==> config.mk <==
export PLATFORM = sky130hd
export DESIGN_NAME = fsm_rx_tmr_param
export DESIGN_NICKNAME = d
export VERILOG_FILES = /design/src/rtl/fsm_rx_pkg.sv /design/src/rtl/tmr_vote.sv /design/src/rtl/fsm_rx_tmr_param.sv
export SDC_FILE = /design/constraint.sdc
export NUM_CORES = 1
export LEC_CHECK = 0
export CELL_PAD_IN_SITES_DETAIL_PLACEMENT = 0
export CELL_PAD_IN_SITES_GLOBAL_PLACEMENT = 2
export CORE_MARGIN = 3
export CORE_UTILIZATION = 37
export CTS_CLUSTER_SIZE = 10
export DETAILED_ROUTE_END_ITERATION = 6
export GPL_ROUTABILITY_DRIVEN = 0
export PLACE_DENSITY = 0.91
export SETUP_SLACK_MARGIN = 0.4
export SLEW_MARGIN = 20
export SYNTH_ARGS = -nofsm -noshare
export SYNTH_HDL_FRONTEND = slang
export SYNTH_HIERARCHICAL = 1
export SYNTH_SLANG_ARGS = --single-unit
==> constraint.sdc <==
create_clock -name clk -period 5.9 [get_ports clk]
set_input_delay 1.77 -clock clk [delete_from_list [all_inputs] [get_ports clk]]
set_output_delay 1.77 -clock clk [all_outputs]
set_load 0.05 [all_outputs]
==> src/rtl/fsm_rx_pkg.sv <==
// Shared definitions for the UART receive control FSM: one-hot state codes,
// parity-mode encodings, the latched frame configuration and a width clamp.
package fsm_rx_pkg;

  typedef enum logic [4:0] {
    ST_IDLE   = 5'b00001,
    ST_START  = 5'b00010,
    ST_DATA   = 5'b00100,
    ST_PARITY = 5'b01000,
    ST_STOP   = 5'b10000
  } state_e;

  typedef enum logic [1:0] {
    PAR_NONE     = 2'b00,
    PAR_EVEN     = 2'b01,
    PAR_ODD      = 2'b10,
    PAR_NONE_ALT = 2'b11
  } parity_e;

  localparam int unsigned DATA_MIN = 5;

  typedef struct packed {
    logic [3:0] data_bits;
    logic [1:0] parity;
    logic       stop2;
  } cfg_t;

  localparam int unsigned CFG_W = $bits(cfg_t);

  function automatic logic [3:0] clamp_bits(input logic [3:0] req, input logic [3:0] max_bits);
    if (req < 4'(DATA_MIN)) begin
      return 4'(DATA_MIN);
    end else if (req > max_bits) begin
      return max_bits;
    end
    return req;
  endfunction

  // Exactly one bit set; anything else is treated as a corrupted state.
  function automatic logic is_onehot5(input logic [4:0] s);
    return (s != 5'd0) && ((s & (s - 5'd1)) == 5'd0);
  endfunction

endpackage

==> src/rtl/tmr_vote.sv <==
// Bitwise 2-of-3 majority voter with a flag raised when any copy disagrees
// with the voted result.
module tmr_vote #(
  parameter int unsigned W = 1
) (
  input  logic [W-1:0] a_i,
  input  logic [W-1:0] b_i,
  input  logic [W-1:0] c_i,
  output logic [W-1:0] y_o,
  output logic         mismatch_o
);

  assign y_o        = (a_i & b_i) | (a_i & c_i) | (b_i & c_i);
  assign mismatch_o = |((a_i ^ y_o) | (b_i ^ y_o) | (c_i ^ y_o));

endmodule

==> src/rtl/fsm_rx_tmr_param.sv <==
// UART receive control FSM with runtime frame format. State, bit counter and
// frame config are held in three voted copies that are rewritten every cycle.
module fsm_rx_tmr_param
  import fsm_rx_pkg::*;
#(
  parameter int unsigned DATA_MAX = 9,
  parameter int unsigned CNT_W    = 4,
  parameter bit          TMR_EN   = 1'b1
) (
  input  logic                clk,
  input  logic                rst,
  input  logic                Rx_Synch_i,
  input  logic                AcqSig_i,
  input  logic                RxBit_i,
  input  logic [3:0]          DataBits_i,
  input  logic [1:0]          ParityMode_i,
  input  logic                StopBits_i,
  output logic [4:0]          State_o,
  output logic [CNT_W-1:0]    BitCounter_o,
  output logic [DATA_MAX-1:0] Data_o,
  output logic                Done_o,
  output logic                ParityErr_o,
  output logic                FrameErr_o,
  output logic                TmrErr_o
);

  localparam logic [3:0]       MaxBits = 4'(DATA_MAX);
  localparam logic [CNT_W-1:0] CntMax  = CNT_W'(DATA_MAX - 1);

  // Redundant copies and their voted views
  logic [4:0]       st0_q, st1_q, st2_q, st_v, st_d;
  logic [CNT_W-1:0] cnt0_q, cnt1_q, cnt2_q, cnt_v, cnt_d;
  cfg_t             cfg0_q, cfg1_q, cfg2_q, cfg_v, cfg_d;
  logic             mismatch;

  // Unvoted datapath
  logic [DATA_MAX-1:0] shift_q, shift_d;
  logic [DATA_MAX-1:0] data_q, data_d;
  logic                perr_q, perr_d;
  logic                ferr_q, ferr_d;
  logic                done_q, done_d;
  logic                perr_o_q, perr_o_d;
  logic                ferr_o_q, ferr_o_d;
  logic                tmr_err_q, tmr_err_d;

  if (TMR_EN) begin : g_tmr
    logic mm_st, mm_cnt, mm_cfg;

    tmr_vote #(.W(5)) u_vote_st (
      .a_i       (st0_q),
      .b_i       (st1_q),
      .c_i       (st2_q),
      .y_o       (st_v),
      .mismatch_o(mm_st)
    );

    tmr_vote #(.W(CNT_W)) u_vote_cnt (
      .a_i       (cnt0_q),
      .b_i       (cnt1_q),
      .c_i       (cnt2_q),
      .y_o       (cnt_v),
      .mismatch_o(mm_cnt)
    );

    tmr_vote #(.W(CFG_W)) u_vote_cfg (
      .a_i       (cfg0_q),
      .b_i       (cfg1_q),
      .c_i       (cfg2_q),
      .y_o       (cfg_v),
      .mismatch_o(mm_cfg)
    );

    assign mismatch = mm_st | mm_cnt | mm_cfg;
  end else begin : g_single
    assign st_v     = st0_q;
    assign cnt_v    = cnt0_q;
    assign cfg_v    = cfg0_q;
    assign mismatch = 1'b0;
  end

  logic             st_invalid;
  logic             par_en;
  logic [CNT_W-1:0] last_idx;
  logic             exp_par;

  assign st_invalid = !is_onehot5(st_v);
  assign par_en     = (cfg_v.parity == PAR_EVEN) || (cfg_v.parity == PAR_ODD);
  assign last_idx   = CNT_W'(cfg_v.data_bits) - CNT_W'(1);
  assign exp_par    = (^shift_q) ^ (cfg_v.parity == PAR_ODD);

  always_comb begin
    st_d      = st_v;
    cnt_d     = cnt_v;
    cfg_d     = cfg_v;
    shift_d   = shift_q;
    perr_d    = perr_q;
    ferr_d    = ferr_q;
    data_d    = data_q;
    done_d    = 1'b0;
    perr_o_d  = perr_o_q;
    ferr_o_d  = ferr_o_q;
    tmr_err_d = TMR_EN ? (mismatch | st_invalid) : 1'b0;

    if (st_invalid) begin
      st_d  = ST_IDLE;
      cnt_d = '0;
    end else begin
      unique case (st_v)
        ST_IDLE: begin
          if (Rx_Synch_i) begin
            st_d            = ST_START;
            cnt_d           = '0;
            cfg_d.data_bits = clamp_bits(DataBits_i, MaxBits);
            cfg_d.parity    = ParityMode_i;
            cfg_d.stop2     = StopBits_i;
            shift_d         = '0;
            perr_d          = 1'b0;
            ferr_d          = 1'b0;
          end
        end
        ST_START: begin
          if (AcqSig_i) begin
            st_d  = RxBit_i ? ST_IDLE : ST_DATA;
            cnt_d = '0;
          end
        end
        ST_DATA: begin
          if (AcqSig_i) begin
            if (cnt_v > CntMax) begin
              // Corrupted count: abandon data and close the frame.
              st_d  = ST_STOP;
              cnt_d = '0;
            end else begin
              for (int i = 0; i < DATA_MAX; i++) begin
                if (cnt_v == CNT_W'(i)) shift_d[i] = RxBit_i;
              end
              if (cnt_v >= last_idx) begin
                st_d  = par_en ? ST_PARITY : ST_STOP;
                cnt_d = '0;
              end else begin
                cnt_d = cnt_v + CNT_W'(1);
              end
            end
          end
        end
        ST_PARITY: begin
          if (AcqSig_i) begin
            perr_d = (RxBit_i != exp_par);
            st_d   = ST_STOP;
            cnt_d  = '0;
          end
        end
        ST_STOP: begin
          if (AcqSig_i) begin
            if (!RxBit_i) ferr_d = 1'b1;
            if (cfg_v.stop2 && (cnt_v == '0)) begin
              cnt_d = CNT_W'(1);
            end else begin
              st_d     = ST_IDLE;
              cnt_d    = '0;
              done_d   = 1'b1;
              data_d   = shift_q;
              perr_o_d = perr_q;
              ferr_o_d = ferr_q | ~RxBit_i;
            end
          end
        end
        default: begin
          st_d  = ST_IDLE;
          cnt_d = '0;
        end
      endcase
    end
  end

  // All copies are written from the single voted next-state, scrubbing upsets.
  always_ff @(posedge clk or negedge rst) begin
    if (!rst) begin
      st0_q     <= ST_IDLE;
      st1_q     <= ST_IDLE;
      st2_q     <= ST_IDLE;
      cnt0_q    <= '0;
      cnt1_q    <= '0;
      cnt2_q    <= '0;
      cfg0_q    <= '0;
      cfg1_q    <= '0;
      cfg2_q    <= '0;
      shift_q   <= '0;
      data_q    <= '0;
      perr_q    <= 1'b0;
      ferr_q    <= 1'b0;
      done_q    <= 1'b0;
      perr_o_q  <= 1'b0;
      ferr_o_q  <= 1'b0;
      tmr_err_q <= 1'b0;
    end else begin
      st0_q     <= st_d;
      st1_q     <= st_d;
      st2_q     <= st_d;
      cnt0_q    <= cnt_d;
      cnt1_q    <= cnt_d;
      cnt2_q    <= cnt_d;
      cfg0_q    <= cfg_d;
      cfg1_q    <= cfg_d;
      cfg2_q    <= cfg_d;
      shift_q   <= shift_d;
      data_q    <= data_d;
      perr_q    <= perr_d;
      ferr_q    <= ferr_d;
      done_q    <= done_d;
      perr_o_q  <= perr_o_d;
      ferr_o_q  <= ferr_o_d;
      tmr_err_q <= tmr_err_d;
    end
  end

  assign State_o      = st_v;
  assign BitCounter_o = cnt_v;
  assign Data_o       = data_q;
  assign Done_o       = done_q;
  assign ParityErr_o  = perr_o_q;
  assign FrameErr_o   = ferr_o_q;
  assign TmrErr_o     = tmr_err_q;

endmodule

**Word-level counts from Yosys, hierarchy flattened**

Cells that the tools add are included.

- Muxes and demuxes: 55
- $add $sub $neg: 3
- Reduce and logical (&&, ||, !) cells: 27
- Order comparisons: 4
- Equality and inequality tests: 31
- Bitwise gates (word level): 26

Operators with widths:

| cell | number |
|---|---|
| $reduce_and A6 Y1 | 9 |
| $mux W5 | 10 |
| $mux W4 | 10 |
| $ne A2 B2 Y1 const B | 15 |
| $or A7 B7 Y7 | 4 |
| $mux W9 | 3 |
| $pmux W5 S5 | 1 |
| $mux W1 | 23 |
| $mux W7 | 3 |
| $or A5 B5 Y5 | 4 |
| $pmux W9 S2 | 1 |
| $eq A4 B3 Y1 const B | 4 |
| $or A4 B4 Y4 | 4 |
| $pmux W4 S4 | 1 |
| $and A5 B5 Y5 | 2 |
| $reduce_xor A9 Y1 | 1 |
| $eq A4 B2 Y1 const B | 2 |
| $gt A4 B4 Y1 const B | 2 |
| $reduce_and A4 Y1 | 2 |
| $and A7 B7 Y7 | 1 |
| $reduce_or A7 Y1 | 1 |
| $xor A7 B7 Y7 | 1 |
| $reduce_bool A2 Y1 | 3 |
| $eq A5 B1 Y1 const B | 1 |
| 32 further kinds | 38 |

- Register bits: 40
- Input bits: 12
- Word-level logic and storage cells: 167

**Logic depth before layout (Yosys ltp)**

- Depth in word-level cells: 12
- Mapped depth: 10

**Hierarchy**

Netlist, hierarchy kept.

Modules (own cells, without submodules):

| module | area each (um^2) | cells an instance | sequential area each (um^2) | instances |
|---|---|---|---|---|
| fsm_rx_tmr_param | 2331.0 | 246 | 1002.2 | 1 |
| tmr_vote at g_tmr.u_vote_cfg | 198.9 | 28 | 0.0 | 1 |
| tmr_vote at g_tmr.u_vote_st | 146.4 | 21 | 0.0 | 1 |
| tmr_vote at g_tmr.u_vote_cnt | 122.6 | 18 | 0.0 | 1 |

**Worst setup path after synthesis**

OpenSTA, ideal clock, no wires.

- Path kind: input port to flip-flop
- Start point: input port Rx_Synch_i
- End point: register shift_q[3]
- Stages on the path: 6
- Data required time: 5773 ps
- Setup time: 127 ps
- Path slack: 2629 ps
- Data arrival time: 3143 ps
- Path through: buf_2 -> and4bb_2 -> a2111oi_2 -> o22ai_2 -> a21boi_2 -> mux2_1

- Longest elaborated chain between the ends: 2

RTL lines:

| what | line | RTL |
|---|---|---|
| start: declaration | fsm_rx_tmr_param.sv:12 | `input logic Rx_Synch_i,` |
| $ne A2 B2 Y1 (no source line) | n/a |  |
| $reduce_and A6 Y1 (no source line) | n/a |  |
| end signal: assignment | fsm_rx_tmr_param.sv:206 | `shift_q <= shift_d;` |
| end: declaration | fsm_rx_tmr_param.sv:37 | `logic [DATA_MAX-1:0] shift_q, shift_d;` |

No other way between the ends.
A chain may end at the register's enable or synchronous reset.

**Worst setup path after layout**

- Start point: register st2_q[0]
- End point: output port State_o[0]

- Longest elaborated chain between the ends: 3

RTL lines:

| what | line | RTL |
|---|---|---|
| start: declaration | fsm_rx_tmr_param.sv:31 | `logic [4:0] st0_q, st1_q, st2_q, st_v, st_d;` |
| start signal: assignment | fsm_rx_tmr_param.sv:199 | `st2_q <= st_d;` |
| $and A5 B5 Y5 (*) | tmr_vote.sv:13 | `assign y_o = (a_i & b_i) \| (a_i & c_i) \| (b_i & c_i);` |
| $or A5 B5 Y5 | tmr_vote.sv:13 |  |
| $or A5 B5 Y5 (*) | tmr_vote.sv:13 |  |
| end: declaration | fsm_rx_tmr_param.sv:18 | `output logic [4:0] State_o,` |

Mark *: on every way between the ends. The rest lies on a longest branch, timed or not.

==> run_results.csv <==
group,metric,value,unit
critical_path,cp.depth,2,
cts,cts-buffers-inserted,5,
cts,post_cts_buffers,0,
global_route,grt_remaining_overflow,0,
die,core,7292,µm²
synth,synthTopCellsByArea,"dfrtp_1 35%, nand2_1 6.3%, ha_1 5.8%, maj3_1 4.6%, nand3_1 4.5%",
power_and_ir_drop,p_leak,1.431,nW
critical_path,crit_chain,"maj3_1 -> clkdlybuf4s50_1",
critical_path,slowest_stage,"clkdlybuf4s50_1",
detailed_routing,routed_via_density,5.168,
synth,ys.flop_type,"dfrtp_1",
place,hpwl,4.676,mm
timing,hold_slack,0.4834,ns
timing,final_hold_viol_count,0,
cts,htreeDepth,2,
power_and_ir_drop,p_int,627.0,µW
global_route,track_usage,15.48,%
detailed_routing,wl_per_cell,14.05,µm
timing,fin_crit,3.971,ns
power_and_ir_drop,p_sw_share,38.57,%
die,initial_utilization,38.38,%
die,pin_count,34,
synth,synth.most_common_cell,"nand2_1",
critical_path,max_stage_delay,0.88,ns
synth,synth-edff-count,0,
critical_path,worst_ep_arrival_time,2.20,ns
critical_path,crit_family,"buffers and inverters",
detailed_routing,wl,6.196,mm
power_and_ir_drop,clkPwrFrac,21.7,%
synth,syn_inst,313,
global_route,antenna_found_initial,0,
cells_and_area,area_delta_synth_final,17.21,%
detailed_routing,drc,0,
cts,path_clk_slew,0.08,ns
cts,cts_resized,0,
power_and_ir_drop,power_density,311.1,nW/µm²
global_route,grt_pass1_wl,10.71,mm
cts,postCtsHoldBufs,0,
critical_path,critPathKind,"flop to output port",
cts,insertion_delay,0.30,ns
timing,max_slew_margin,37.89,%
detailed_routing,drtIter0Drc,185,
synth,synth_common_cells,"47 x nand2_1, 39 x dfrtp_1, 25 x nand3_1",
die,die_area,8644,µm²
synth,ys_types,58,
cts,clockBufferDepth,2,
synth,syn_area,2799,µm²
critical_path,reg2reg_to,"shift_q[2]",
cells_and_area,fillCellCount,762,
timing,slew_viol_final,0,
die,rows,31,
synth,async_flop_share,100.0,%
timing,rsz0062_at_grt,"false",
detailed_routing,vias,2279,
critical_path,r2r_start,"cnt2_q[0]",
detailed_routing,postRouteAntennaNets,0,
critical_path,endpoint,"State_o[0]",
synth,ys_ff_latch,40,
cells_and_area,final_area,3281,µm²
critical_path,critPathLaunchType,"flop",
power_and_ir_drop,combPwrFrac,44.3,%
global_route,grt_pass1_vias,2173,
cts,numClockSinks,40,
critical_path,cp_max_fo,11,
cts,tritoncts,"yes",
cells_and_area,antenna_cells,0,
die,fp.dieH,92.98,µm
synth,syn-num-nets,338,
timing,fin_skew,0.01142,ns
critical_path,reg2reg_depth,8,
power_and_ir_drop,p_switching,393.6,µW
detailed_routing,drtPass1Iterations,4,
outcome,status,"complete, no violations",
timing,tightest_slew,0.9317,ns
power_and_ir_drop,p_seq_share,33.9,%
timing,clock.fmax,251.8,MHz
hold_path,hp-class,"flop to flop",
place,port_buffers,33,
critical_path,reg2reg_slack,3.09,ns
synth,synth.top_cell.area_share,34.87,%
synth,syn_avg_cell_area,8.942,µm²
cells_and_area,nets,366,
global_route,grt_max_degree,41,
place,dpl-instance-area,3173,µm²
timing,setup_viol,0,
synth,yosysSeqAreaShare,35.81,%
power_and_ir_drop,ir_drop,90.66,µV
synth,yosysTopAreaCell,"dfrtp_1",
critical_path,cp.required,4.13,ns
power_and_ir_drop,power,1.021,mW
critical_path,cp.buffers_inverters,1,
job,drv_cap,0,
critical_path,endpoint_kind,"output port",
timing,tns,0,ns
critical_path,critPathLaunch,"st2_q[0]",
cells_and_area,drive_gt1_share,6.433,%
die,die_w,92.98,µm
synth,ys_warn_count,6,
timing,finalCritPeriodShare,67.31,%
cts,cts_root_buf,"clkbuf_8",
-- placed cells by master, fill, tap and decap left out, types with 3 or more instances in the layout --
cell	n
a21oi_1	11
a22oi_1	3
a41o_1	5
and2_1	3
clkbuf_8	5
clkdlybuf4s50_1	32
dfrtp_1	39
ha_1	13
inv_1	13
maj3_1	13
mux2_1	7
mux2_2	4
nand2_1	47
nand2b_1	7
nand3_1	25
nor2_1	10
nor2b_1	3
nor3_1	8
nor4b_1	3
o211ai_1	3
o21ai_0	15
or3_1	13
xnor2_1	12
xor2_1	3
-- state kept, by name (all words and copies together), names as in the netlist --
| signal | cells |
|---|---|
| Data_o | 9 |
| Done_o | 1 |
| FrameErr_o | 1 |
| ParityErr_o | 1 |
| TmrErr_o | 1 |
| cfg2_q | 7 |
| cnt2_q | 4 |
| ferr_q | 1 |
| perr_q | 1 |
| shift_q | 9 |
| st2_q | 5 |
-- cells by family (layout without fill, tap and decap cells) --
logic type	Yosys count	after routing	synth area share, %
AO/OA/AOI/OAI	64	64	16.23
multiplexers	11	11	4.426
flip-flops	40	40	35.81
adder cells (fa/ha/maj)	26	26	10.46
buffers and inverters	26	55	4.694
XOR/XNOR	15	15	4.694
AND/OR/NAND/NOR	131	131	23.69
-- cell type report --
cell class	count	area [µm²]	area share (%)
clock buffers	6	72.57	2.212
clock inverters	2	35.03	1.068
inverters	13	48.80	1.487
multi-input cells	247	1665	50.76
flip-flops and latches	40	1002	30.55
well taps	99	123.9	3.776
repair buffers	34	332.8	10.14
-- worst register-to-register path, cell delays in order, from the launching register on --
cell and delay, ns:
dfrtp_1 0.45, maj3_1 0.46, inv_1 0.19, ha_1 0.19, nor2b_1 0.37, o21ai_0 0.24
o22ai_2 0.27, a21boi_1 0.21, mux2_1 0.33
-- through the flow --
| stage | std cells | setup WS, ns | util, % |
|---|---|---|---|
| 5_1_grt | 441 | 1.800 | 44.99 |
| 6_report | 441 | 1.929 | 44.99 |
| 3_5_place_dp | 433 | 1.988 | 43.51 |
| 2_1_floorplan | 313 | 2.629 | - |
| 4_1_cts | 441 | 1.912 | 44.99 |
| 3_3_place_gp | 433 | 2.009 | 43.51 |
-- worst min-delay path by stage --
stage              start  cells after the start           to
2_1_floorplan     perr_q                      2  ParityErr_o
6_report       Data_o[5]                      2    Data_o[5]
3_5_place_dp   Data_o[2]                      2    Data_o[2]
3_3_place_gp   Data_o[8]                      2    Data_o[8]
4_1_cts        Data_o[1]                      2    Data_o[1]
5_1_grt        Data_o[4]                      2    Data_o[4]
-- power by group through the flow --
| stage | clock network [mW] | logic (mW) | registers, mW |
|---|---|---|---|
| after floorplan | 0 | 0.375 | 0.348 |
| after global placement | 0 | 0.455 | 0.351 |
| after detailed placement | 0 | 0.454 | 0.352 |
| after CTS | 0.231 | 0.457 | 0.347 |
| after global routing | 0.243 | 0.505 | 0.356 |
| final | 0.222 | 0.453 | 0.346 |
-- metal layers --
layer  GRT usage, %  vias to the layer above  wire, µm
li1               -                     1192         -
met1          21.49                     1022      3007
met2          24.12                       57      2786
met3          3.138                        8       296
met4          5.128                        0       105
met5              0                        -         0
Power figures use the tool's default switching activity.
